$ cat config.mk
export PLATFORM = sky130hd
export DESIGN_NAME = piano_key_debounce
export DESIGN_NICKNAME = d
export VERILOG_FILES = /design/src/rtl/piano_key_debounce.sv
export SDC_FILE = /design/constraint.sdc
export NUM_CORES = 1
export LEC_CHECK = 0
export ABC_AREA = 1
export ABC_CLOCK_PERIOD_IN_PS = 1800
export BUFFER_PORTS_ARGS = -buffer_cell sky130_fd_sc_hd__buf_2
export CAP_MARGIN = 5
export CELL_PAD_IN_SITES_DETAIL_PLACEMENT = 1
export CELL_PAD_IN_SITES_GLOBAL_PLACEMENT = 1
export CORE_AREA = 2 2 143 145
export DETAILED_ROUTE_END_ITERATION = 10
export DIE_AREA = 0 0 145 147
export PLACE_DENSITY = 0.66
export SETUP_SLACK_MARGIN = 0.05
export SYNTH_ARGS = -nofsm -noshare
export SYNTH_HDL_FRONTEND = slang
export SYNTH_SLANG_ARGS = --single-unit
$ cat constraint.sdc
create_clock -name clk -period 1.8 [get_ports clk]
set_input_delay 0.54 -clock clk [delete_from_list [all_inputs] [get_ports clk]]
set_output_delay 0.54 -clock clk [all_outputs]
set_load 0.02 [all_outputs]
$ cat src/rtl/piano_key_debounce.sv
`default_nettype none
// ============================================================================
// Module   : piano_key_debounce
// Brief    : Synchronizes and debounces eight piano keys and offers each new
//            debounced chord downstream through a valid/ready handshake.
// Revision : 1.0 - initial release
// ============================================================================
module piano_key_debounce #(
    parameter int DEBOUNCE_CYCLES = 50000,
    parameter int CNT_W           = 16
) (
    input  logic       clk,
    input  logic       rst,
    input  logic       t0,
    input  logic       t1,
    input  logic       t2,
    input  logic       t3,
    input  logic       t4,
    input  logic       t5,
    input  logic       t6,
    input  logic       t7,
    output logic [7:0] chord,
    output logic       chord_valid,
    input  logic       chord_ready,
    output logic       any_key
);

    localparam logic [CNT_W-1:0] c_THRESH = CNT_W'(DEBOUNCE_CYCLES - 1);

    typedef enum logic [0:0] {
        ST_IDLE  = 1'b0,
        ST_OFFER = 1'b1
    } state_t;

    // t0 lands in bit 7 so the vector matches the downstream chord layout
    logic [7:0] w_raw;
    logic [7:0] r_s1;
    logic [7:0] r_s2;
    logic [7:0] w_dbvec;
    logic [7:0] r_reported;
    logic [7:0] r_chord;
    logic       r_chord_valid;
    state_t     r_state;

    assign w_raw = {t0, t1, t2, t3, t4, t5, t6, t7};

    always_ff @(posedge clk) begin
        if (rst) begin
            r_s1 <= 8'h00;
            r_s2 <= 8'h00;
        end else begin
            r_s1 <= w_raw;
            r_s2 <= r_s1;
        end
    end

    for (genvar i = 0; i < 8; i++) begin : g_key
        logic [CNT_W-1:0] r_cnt;
        logic             r_db;

        // A level is accepted only after it has disagreed with r_db for
        // DEBOUNCE_CYCLES consecutive cycles; any agreement restarts the count.
        always_ff @(posedge clk) begin
            if (rst) begin
                r_cnt <= '0;
                r_db  <= 1'b0;
            end else if (r_s2[i] == r_db) begin
                r_cnt <= '0;
            end else if (r_cnt == c_THRESH) begin
                r_db  <= r_s2[i];
                r_cnt <= '0;
            end else begin
                r_cnt <= r_cnt + 1'b1;
            end
        end

        assign w_dbvec[i] = r_db;
    end

    assign any_key = |w_dbvec;

    // The offer is frozen until accepted; later key changes are picked up by
    // the IDLE compare against the last accepted chord.
    always_ff @(posedge clk) begin
        if (rst) begin
            r_state       <= ST_IDLE;
            r_chord       <= 8'h00;
            r_chord_valid <= 1'b0;
            r_reported    <= 8'h00;
        end else begin
            case (r_state)
                ST_IDLE: begin
                    if (w_dbvec != r_reported) begin
                        r_chord       <= w_dbvec;
                        r_chord_valid <= 1'b1;
                        r_state       <= ST_OFFER;
                    end
                end
                ST_OFFER: begin
                    if (chord_ready) begin
                        r_reported    <= r_chord;
                        r_chord_valid <= 1'b0;
                        r_state       <= ST_IDLE;
                    end
                end
                default: begin
                    r_state       <= ST_IDLE;
                    r_chord_valid <= 1'b0;
                end
            endcase
        end
    end

    assign chord       = r_chord;
    assign chord_valid = r_chord_valid;

endmodule
`default_nettype wire

## Word level (Yosys, flattened, before mapping)

Cells that the tools add are included.

- Register bits after elaboration: 170
- Bits of input ports: 11

- $add $sub $neg: 8
- Eq/ne operators: 19
- Muxes and demuxes: 6
- Bitwise operators: 9
- Reductions and logical operators: 20

Operators by type and width:

| kind | number |
|---|---|
| $add A16 B1 Y16 const B | 8 |
| $eq A16 B16 Y1 const B | 8 |
| $reduce_or A3 Y1 | 8 |
| $reduce_and A2 Y1 | 11 |
| $not A1 Y1 | 9 |
| $eq A1 B1 Y1 | 8 |
| $ne A8 B8 Y1 | 1 |
| $reduce_or A8 Y1 | 1 |
| $mux W1 | 4 |
| $ne A2 B2 Y1 const B | 2 |
| $pmux W1 S2 | 2 |

## Logic depth before layout (Yosys ltp)

- Word-level depth: 3
- Mapped depth: 10

## Least setup slack after synthesis

Ideal clock, no wire load.

- Path kind: input port to flip-flop
- Start point: in rst
- End point: reg g_key[2].r_cnt[12]
- Setup time: 122 ps
- Arrival: 1308 ps
- Setup slack: 371 ps
- Stages on the path: 6
- Buffers on the path: 3
- Path through: clkbuf_1 > buf_2 > nor2_1 > nand2_2 > buf_4 > a21oi_1

- Word-level cells in the longest chain between the ends: 1

RTL lines:

| item | line | RTL |
|---|---|---|
| start, declared | 13 | `input logic rst,` |
| $reduce_or A3 Y1 (no line) | - |  |
| end signal, assigned | 73 | `r_cnt <= r_cnt + 1'b1;` |
| end, declared | 58 | `logic [CNT_W-1:0] r_cnt;` |

No other way between the ends.
A chain may end at the register's enable or synchronous reset.

## Worst setup path in the final report

- Start point: reg g_key[0].r_db
- End point: out any_key

- Word-level cells in the longest chain between the ends: 1

RTL lines:

| item | line | RTL |
|---|---|---|
| start, declared | 59 | `logic r_db;` |
| start signal, assigned | 70 | `r_db <= r_s2[i];` |
| $reduce_or A8 Y1 | 80 | `assign any_key = \|w_dbvec;` |
| end, declared | 25 | `output logic any_key` |

No other way between the ends.

==> summary by stage <==
Outcome
The run finished, with violations left. The final reports fail on setup timing.

Detailed routing
The first-pass iteration count of the detailed router is 5. After detailed routing, the number of remaining DRC violations is 0. The detail route stage leaves a number of antenna-violating nets equal to 0.

The average detailed-routed wire length per instance is 13.0 um. The routed design has 17900 um of wire. In the routed layout, each cell is associated on average with a via count of 4.82. The total number of vias is 6668. The initial detailed-routing violation count is 190.

Placement
Buffers placed on the I/O ports in this run total 20. The congestion estimate from routability-driven global placement came to 0.766. The number of placed instances, taps included is 1349. The worst-case setup slack after placement is 0.0645 ns. The HPWL after detailed placement is 13000 um.

Clock tree
The clock latency reported for the late side of the worst-skew pair is 0.42 ns. The maximum level of the CTS H-tree is 4. The clock net in this run drives a total of 170 sinks. In this run, CTS created clock tree buffers numbering 17. The maximum clock path buffer count is 2. TritonCTS built the clock tree. The clock-pin slew on the worst setup and hold paths is 0.06 ns. The clock tree root driver cell is sky130_fd_sc_hd__clkbuf_16.

The number of hold buffers added after CTS is 0.

Power and ir drop
VDD sags by at most 700 uV. In this run the static leakage power is 3.06 nW. For this design the ratio of total power to cell area is 957 nW/um^2.

Hold path
For hold timing, the worst endpoint is r_s1[0]. The origin of the worst min-delay path is t7. Counting instances, the worst hold path has a depth of 3.

The class of the tightest hold or removal check is primary input to flop.

Logic synthesis
Synthesis produced 1068 cells. The post-synthesis net count is 1087. After synthesis the netlist holds a flip-flop and latch count of 170. The commonest cells after synthesis are sky130_fd_sc_hd__nor2_1, sky130_fd_sc_hd__nand2_1, sky130_fd_sc_hd__dfxtp_1, sky130_fd_sc_hd__inv_1, sky130_fd_sc_hd__nand3_1. After synthesis, the cell types taking the most area are sky130_fd_sc_hd__dfxtp_1, sky130_fd_sc_hd__nor2_1, sky130_fd_sc_hd__nand2_1. After synthesis, the mean cell area works out to 7.30 sq um. The warning count from the yosys run is 0.

Of the synthesized area, sequential elements account for 0.437. After synthesis the cells add up to 7790 sq um. The most instantiated library cell after synthesis is sky130_fd_sc_hd__nor2_1.

The area fraction of the dominant cell type after synthesis is 0.437. The share of async-settable or async-resettable flops after synthesis is 0. The largest area contributor in the netlist is sky130_fd_sc_hd__dfxtp_1. Counting flops with a built-in enable in the synthesized netlist gives 0.

The number of distinct library cells after synthesis is 33. The leading register cell type out of synthesis is sky130_fd_sc_hd__dfxtp_1.

Timing
For this run, the top clock speed supported by timing is 542 MHz. The number of endpoints with negative hold slack in the final report is 0. The setup total negative slack is -0.0451 ns.

Setup repair after global routing could not meet its margin everywhere. Dividing the final minimum period by the clock period gives 1.03. At the pin with the least slew margin, the transition time is 0.502 ns. Across the routed clock network, the largest skew measured is 0.0129 ns. The worst pin sits at a relative slew slack of 0.664.

After layout, the worst setup slack is -0.0451 ns. The post-route minimum period is 1.85 ns. The max-slew violation count is 0. The total setup violations reported at the end of the flow is 1.

Setup path
At the worst endpoint, the required time is 1.26 ns. STA classifies the critical path endpoint as an output pin. The launching point of the worst reg2reg path is g_key[5].r_cnt[0]. The type of element launching the critical path is a flop.

The top fanout value on the critical path is 2. The capturing point of the worst reg2reg path is g_key[5].r_cnt[3]. The arrival time of the worst setup path is 1.31 ns.

The type of the worst setup path is flop to output pin. The worst register-to-register path has a setup slack of 0.21 ns. Measured in cells, the most critical reg-to-reg path has a length of 8.

Global routing
The maximum number of pins on one net before global-route repair is 19. The total routing resource utilization after global routing is 0.175. The first global-routing pass estimated 31300 um of wire. Global routing finished with a remaining overflow of 0. The number of global-route vias before repair is 6816. The number of antenna violations at the first check in global routing is 0.

Cells and area
After the last flow step, the layout net total stands at 1121. The antenna diode count is 0. Compared with the post-synthesis result, the final layout area differs by 13.8%. The fraction of final layout cells sized beyond drive strength 1 is 0.106. Leaving out filler cells and counting taps, the final layout contains 1384.

Floorplanning
The vertical die dimension is 147 um. The die outline area is 21300 sq um. The core region is 19800 sq um. The starting density of the core is 0.393.

The width of the die is 145 um. 21 I/O pins were placed. The number of placement rows is 52.

Flow run
The tool flagged a number of max-cap violations equal to 0.
-- placed cells by master, fill, tap and decap left out, drive strengths merged, types with 3 or more instances in the layout --
| cell | count |
|---|---|
| buf | 31 |
| inv | 141 |
| dfxtp | 170 |
| nor2 | 194 |
| xnor2 | 18 |
| nand3 | 74 |
| and2 | 7 |
| or2 | 15 |
| xor2 | 29 |
| clkinv | 5 |
| nand4 | 34 |
| o21ai | 27 |
| nand2 | 192 |
| a31oi | 3 |
| nor3b | 9 |
| a21oi | 66 |
| ha | 8 |
| nor3 | 66 |
| clkbuf | 19 |
-- layer usage --
| metal | track usage | vias up | share of wire |
|---|---|---|---|
| li1 | - | 3487 | - |
| met1 | 0.225 | 3130 | 0.50 |
| met2 | 0.305 | 40 | 0.47 |
| met3 | 0.0326 | 11 | 0.018 |
| met4 | 0.0426 | 0 | 0.0087 |
| met5 | 0 | - | 0 |
-- worst max-delay path by stage --
stage                                 start                  to  slack, ns
after floorplan                         rst  g_key[2].r_cnt[12]       0.37
after global placement        g_key[3].r_db             any_key       0.15
after detailed placement  g_key[1].r_cnt[0]   g_key[1].r_cnt[2]       0.06
after CTS                     g_key[0].r_db             any_key      -0.11
after global routing          g_key[0].r_db             any_key      -0.10
final                         g_key[0].r_db             any_key      -0.05
-- cell families after synthesis --
logic type               synth area share
flip-flops                          0.437
buffers and inverters              0.0823
AO/OA/AOI/OAI                      0.0621
XOR/XNOR                           0.0528
AND/OR/NAND/NOR                     0.353
adder cells (fa/ha/maj)            0.0128
-- sequential cells by signal, indices dropped and copies added (netlist names) --
name / count
g_key.r_cnt: 128
chord_valid: 1
r_s2: 8
r_state: 1
r_reported: 8
r_s1: 8
g_key.r_db: 8
chord: 8
-- power by group --
part	leakage (nW)	internal [mW]	switching [mW]	total (mW)
Combinational	1.40	0.257	0.523	0.781
Clock	0.281	2.10	1.59	3.69
Sequential	1.38	3.91	0.112	4.02
-- timing repair --
action / 4_1_cts / 5_1_grt
endpoints found under the setup margin: 1 / 94
cloned: 0 / 1
gates resized for setup: 11 / 7
setup buffers: 1 / 2
pin swaps: 3 / 3
-- per-stage QoR --
stage          total power [mW]  cell area [sq um]  hold WS (ns)  utilization
5_1_grt                    8.88               8870         0.309        0.447
6_report                   8.49               8870         0.312        0.447
3_3_place_gp               4.87               8180         0.390        0.412
3_5_place_dp               4.88               8180         0.397        0.412
2_1_floorplan              4.63               7790         0.388            -
4_1_cts                    8.62               8810         0.300        0.444
-- final cells by class --
type,count,area [sq um]
multi-input combinational,744,3820
sequential,170,3410
clock inverter,12,141
fill,2529,11000
inverter,138,518
timing repair buffer,31,201
clock buffer,19,443
tap,270,338
-- critical path, stage by stage (launching register included) --
cell and delay [ns]:
sky130_fd_sc_hd__dfxtp_2 0.34, sky130_fd_sc_hd__nor4_4 0.30, sky130_fd_sc_hd__nand2_2 0.10, sky130_fd_sc_hd__buf_6 0.14
No activity file was read; power rests on OpenSTA's default activity.
